$ cat config.mk
export PLATFORM = sky130hd
export DESIGN_NAME = uart_tx_frame
export DESIGN_NICKNAME = d
export VERILOG_FILES = /design/src/rtl/uart_tx_frame.sv
export SDC_FILE = /design/constraint.sdc
export NUM_CORES = 1
export LEC_CHECK = 0
export BUFFER_PORTS_ARGS = -buffer_cell sky130_fd_sc_hd__buf_2
export CAP_MARGIN = 5
export CORE_MARGIN = 1.5
export CORE_UTILIZATION = 45
export DETAILED_ROUTE_END_ITERATION = 12
export HOLD_SLACK_MARGIN = 0.08
export PLACE_DENSITY_LB_ADDON = 0.3
export SETUP_SLACK_MARGIN = 0.3
export SYNTH_ARGS = -nofsm -noshare
export SYNTH_HDL_FRONTEND = slang
export SYNTH_SLANG_ARGS = --single-unit
$ cat constraint.sdc
create_clock -name sys_clk -period 1.85 [get_ports sys_clk]
set_input_delay 0.0925 -clock sys_clk [delete_from_list [all_inputs] [get_ports sys_clk]]
set_output_delay 0.0925 -clock sys_clk [all_outputs]
set_load 0.01 [all_outputs]
$ cat src/rtl/uart_tx_frame.sv
// rtl/uart_tx_frame.sv - UART transmitter with 5..9 data bits, optional parity, 1 or 2 stop bits.
// One word per valid/ready handshake; txd and ready are registered.
module uart_tx_frame #(
  parameter int CLK_FRE   = 50_000_000,
  parameter int BPS       = 9_600,
  parameter int DATA_BITS = 8,
  parameter int PARITY    = 0,
  parameter int STOP_BITS = 1
) (
  input  logic                 sys_clk,
  input  logic                 sys_rst,
  input  logic [DATA_BITS-1:0] uart_tx_data,
  input  logic                 uart_tx_valid,
  output logic                 uart_tx_ready,
  output logic                 uart_tx_busy,
  output logic                 uart_tx_done,
  output logic                 uart_txd
);

  localparam int BPS_CNT = CLK_FRE / BPS;
  localparam int CW      = $clog2(BPS_CNT);

  if (DATA_BITS < 5 || DATA_BITS > 9 || PARITY < 0 || PARITY > 2 ||
      (STOP_BITS != 1 && STOP_BITS != 2) || BPS_CNT < 2) begin : g_bad_cfg
    $error("uart_tx_frame: illegal parameter combination");
  end

  typedef enum logic [2:0] {IDLE, START, DATA, PAR, STOP} state_t;

  state_t               state_q, state_d;
  logic [CW-1:0]        clk_cnt_q, clk_cnt_d;
  logic [3:0]           bit_cnt_q, bit_cnt_d;
  logic [DATA_BITS-1:0] shift_q, shift_d;
  logic                 par_q, par_d;
  logic                 txd_q, txd_d;
  logic                 ready_q, ready_d;
  logic                 busy_q, busy_d;
  logic                 done_q, done_d;
  logic                 bit_end;

  assign bit_end = (clk_cnt_q == CW'(BPS_CNT - 1));

  always_ff @(posedge sys_clk) begin
    if (sys_rst) begin
      state_q   <= IDLE;
      clk_cnt_q <= '0;
      bit_cnt_q <= '0;
      shift_q   <= '0;
      par_q     <= 1'b0;
      txd_q     <= 1'b1;
      ready_q   <= 1'b1;
      busy_q    <= 1'b0;
      done_q    <= 1'b0;
    end else begin
      state_q   <= state_d;
      clk_cnt_q <= clk_cnt_d;
      bit_cnt_q <= bit_cnt_d;
      shift_q   <= shift_d;
      par_q     <= par_d;
      txd_q     <= txd_d;
      ready_q   <= ready_d;
      busy_q    <= busy_d;
      done_q    <= done_d;
    end
  end

  always_comb begin
    state_d   = state_q;
    clk_cnt_d = clk_cnt_q;
    bit_cnt_d = bit_cnt_q;
    shift_d   = shift_q;
    par_d     = par_q;
    txd_d     = txd_q;
    ready_d   = ready_q;
    busy_d    = busy_q;
    done_d    = 1'b0;

    if (state_q == IDLE) begin
      if (uart_tx_valid && ready_q) begin
        shift_d   = uart_tx_data;
        par_d     = (PARITY == 1) ? ~^uart_tx_data : ^uart_tx_data;
        state_d   = START;
        txd_d     = 1'b0;
        ready_d   = 1'b0;
        busy_d    = 1'b1;
        clk_cnt_d = '0;
        bit_cnt_d = '0;
      end
    end else if (!bit_end) begin
      clk_cnt_d = clk_cnt_q + 1'b1;
    end else begin
      // Bit period over: the next bit level is driven on this same edge.
      clk_cnt_d = '0;
      case (state_q)
        START: begin
          state_d   = DATA;
          txd_d     = shift_q[0];
          bit_cnt_d = '0;
        end
        DATA: begin
          if (bit_cnt_q == 4'(DATA_BITS - 1)) begin
            bit_cnt_d = '0;
            if (PARITY != 0) begin
              state_d = PAR;
              txd_d   = par_q;
            end else begin
              state_d = STOP;
              txd_d   = 1'b1;
            end
          end else begin
            bit_cnt_d = bit_cnt_q + 1'b1;
            shift_d   = shift_q >> 1;
            txd_d     = shift_q[1];
          end
        end
        PAR: begin
          state_d   = STOP;
          txd_d     = 1'b1;
          bit_cnt_d = '0;
        end
        STOP: begin
          if (bit_cnt_q == 4'(STOP_BITS - 1)) begin
            state_d   = IDLE;
            done_d    = 1'b1;
            ready_d   = 1'b1;
            busy_d    = 1'b0;
            txd_d     = 1'b1;
            bit_cnt_d = '0;
          end else begin
            bit_cnt_d = bit_cnt_q + 1'b1;
          end
        end
        default: state_d = IDLE;
      endcase
    end
  end

  assign uart_txd      = txd_q;
  assign uart_tx_ready = ready_q;
  assign uart_tx_busy  = busy_q;
  assign uart_tx_done  = done_q;

endmodule

==> impl_results.md <==
- Total Power: 1550 µW
- Outcome: finished clean
- Post-synth top flop: sky130_fd_sc_hd__dfxtp_1
- Via count of the first global-routing pass: 1691
- Cell area after synthesis: 1800 µm²
- Cell leakage power: 0.00104 µW
- Overall Global Routing Usage: 0.228
- Maximum Capacitance Violations: 0
- Fraction of layout cells with a size suffix above 1: 0.411
- Via count: 1786
- Pins over their slew limit: 0
- Crit path buf inv count: 1
- Total grt overflow: 0
- Cell with the largest stage delay on the worst path: sky130_fd_sc_hd__or4b_1
- Number of rows in the core area: 22
- TNS Setup: 0 ns
- Drt drc: 0
- Detailed-route vias per instance: 5.74
- Worst hold start: uart_tx_valid
- Highest-count cells in the layout ignoring fill and taps: sky130_fd_sc_hd__buf_4 (31), sky130_fd_sc_hd__dfxtp_1 (24), sky130_fd_sc_hd__nand2_1 (18)
- Placer's final routability congestion estimate: 0.805
- Hold depth: 4
- Worst Path Required: 2.04 ns
- Worst ir drop on vdd: 0.595 mV
- Horizontal die dimension: 66.3 µm
- Count of unique library cells instantiated by Yosys: 48
- Cell type with the highest aggregate area in the netlist: sky130_fd_sc_hd__dfxtp_1
- Final hold viol count: 0
- Kind of cell adding the most delay to the critical path: simple AND/OR/NAND/NOR gates
- Depth of the CTS H-tree: 2
- Longest individual stage delay on the worst path: 0.50 ns
- Capture instance of the worst register-to-register path: bit_cnt_q[2]
- Warnings, synthesis: 0
- Post-detailed-route wirelength per cell: 15.4 µm
- Fill cell total of the finished layout: 301
- CTS tree: done
- Buffers from clock root to sink, at most: 2
- Area share of the largest cell type after synthesis: 0.356
- Nature of the critical path endpoint: register
- Startpoint of the worst-slack reg-to-reg timing path: bit_cnt_q[1]
- Die extent in y: 66.3 µm
- Cells along the critical path: inv_2, ha_4, nand2b_1, o311a_1, or4b_1, a32o_1
- Commonest non-fill, non-tap cell in the layout: sky130_fd_sc_hd__buf_4
- Count of endpoints failing setup in the final report: 0
- Worst-Skew Late Latency: 0.29 ns
- Fraction of the cycle the final worst path needs: 0.950
- Mapped Nets: 224
- CORE AREA: 3740 µm²
- Power density of the placed cells: 610 nW/µm²
- Cell at the root of the clock tree: sky130_fd_sc_hd__clkbuf_8
- Slew at the pin closest to its max-slew limit: 0.500 ns
- Top cells by area, synth: sky130_fd_sc_hd__dfxtp_1 (36%), sky130_fd_sc_hd__mux2i_1 (6.1%), sky130_fd_sc_hd__mux2_2 (4.4%)
- CTS clock-pin slew for the worst setup and hold paths: 0.07 ns
- CTS Buf Count: 5
- Critical path fanouts, max: 4
- Sequential area share after synthesis: 0.356
- Final hold slack: 0.118 ns
- CP Launch Type: register
- Worst slew slack as a fraction of its limit: 0.666
- Worst EP arrival: 1.94 ns
- Final critical path time including I/O delays and setup: 1.76 ns
- Min-Delay Path Class: in -> reg
- Cell count after synthesis: 210
- Setup repair after global routing missed its margin: true
- Net total in the final layout: 276
- Number of search-and-repair iterations in the first detailed-routing pass: 5
- Number of DRC markers after the initial detailed-route iteration: 117
- Hpwl dp: 3010 µm
- Async set or reset register ratio after synthesis: 0
- Post-route ant nets: 0
- Reg2Reg Setup Slack: 0.09 ns
- Initial core utilization: 0.481
- Worst-case clock skew: 0.00556 ns
- # IOs: 15
- First-pass GRT wire length: 7620 µm
- Syn-to-layout area delta: 41.3%
- Inserted Diodes: 0
- Number of clock sinks: 32
- Worst reg2reg path depth: 6
- Number of buffers inserted by port buffering: 14
- Antenna violations before repair: 0
- Inst Count DP: 286
- Mean cell area of the mapped netlist: 8.57 µm²
- Number of enable flip-flop cells after synthesis: 0
- Endpoint with the worst hold slack: uart_tx_ready
- Filler-free cell count of the finished design: 311
- Post-synthesis sequential element count: 32
- Die ar.: 4390 µm²
- Sum of routed wire length over all layers: 4800 µm
- Maximum number of pins on one net before global-route repair: 26
- Fmax achieved: 569 MHz
- Class of the most critical setup path: reg -> reg
[flip-flops by register name, summed over array words and instances (netlist names)]
signal and flops:
bit_cnt_q 4, uart_txd 1, shift_q 8, uart_tx_done 1, clk_cnt_q 13, uart_tx_ready 1, state_q 3, uart_tx_busy 1
[cell type report]
cell class                      instances  area [µm²]  area share
Multi-Input combinational cell        162        1280       0.502
Sequential cell                        32         658       0.259
Timing Repair Buffer                   56         435       0.171
Clock buffer                            6        82.6      0.0325
Tap cell                               48        60.1      0.0236
Inverter                                5        21.3     0.00836
Clock inverter                          2        10.0     0.00394
[worst register-to-register path: stages, from the launching register on]
cell                       delay [ns]
sky130_fd_sc_hd__dfxtp_4         0.36
sky130_fd_sc_hd__inv_2           0.06
sky130_fd_sc_hd__ha_4            0.12
sky130_fd_sc_hd__nand2b_1        0.06
sky130_fd_sc_hd__o311a_1         0.29
sky130_fd_sc_hd__or4b_1          0.50
sky130_fd_sc_hd__a32o_1          0.25
[what timing repair did]
item,CTS,global route
gates resized for setup,39,10
hold buffers,0,0
pin swaps,18,5
setup buffers,14,2
gates cloned,1,0
setup endpoints to repair,26,30
[where the power goes]
part	internal, µW	total, µW	switching, µW
logic	137	259	122
registers	709	728	18.7
clock network	297	566	269
total	1140	1550	410
[how the worst max path moves through the flow]
stage	from	to	slack (ns)	cells past startpoint
4_1_cts	bit_cnt_q[1]	bit_cnt_q[2]	0.09	6
5_1_grt	bit_cnt_q[1]	bit_cnt_q[2]	0.02	6
2_1_floorplan	clk_cnt_q[0]	shift_q[0]	0.08	6
3_5_place_dp	bit_cnt_q[1]	shift_q[3]	0.04	5
6_report	bit_cnt_q[1]	bit_cnt_q[2]	0.09	6
3_3_place_gp	bit_cnt_q[0]	bit_cnt_q[2]	0.03	6
[synth_stat cells, drive strengths merged (2+ instances only)]
cell    count
a21oi       8
a22o        2
a311oi      2
a31oi      10
a32oi       2
and2        4
and3        4
buf         2
clkbuf      9
dfxtp      32
ha          3
inv         5
mux2        7
mux2i      11
nand2      18
nand2b      3
nand3       9
nand4       4
nor2       18
nor2b       8
nor3        6
nor4        4
nor4b       2
o211ai      3
o21a        2
o21ai       9
o31ai       3
or3         2
xnor2       3
[kinds of logic (layout without fill, tap and decap cells)]
group / after synthesis / in the layout / share of synthesized area
buf+inv: 16 / 69 / 0.0347
fa+ha+maj: 3 / 3 / 0.0209
mux: 18 / 18 / 0.105
xor+xnor: 3 / 3 / 0.0146
compound gates: 49 / 49 / 0.195
simple gates: 89 / 89 / 0.274
flops: 32 / 32 / 0.356
[per-stage QoR]
stage / worst slack (ns) / utilization / cell area [µm²]
after floorplan: 0.0830 / - / 1860
after global placement: 0.0338 / 0.570 / 2130
after detailed placement: 0.0406 / 0.570 / 2130
after CTS: 0.0869 / 0.664 / 2490
after global routing: 0.0244 / 0.679 / 2540
final: 0.0926 / 0.679 / 2540
[layer usage]
layer / wire length (µm) / track usage
met2: 2310 / 0.380
met1: 2190 / 0.293
met5: 0 / 0
met4: 57 / 0.0765
met3: 243 / 0.0443
(Power assumes the default switching activity.)
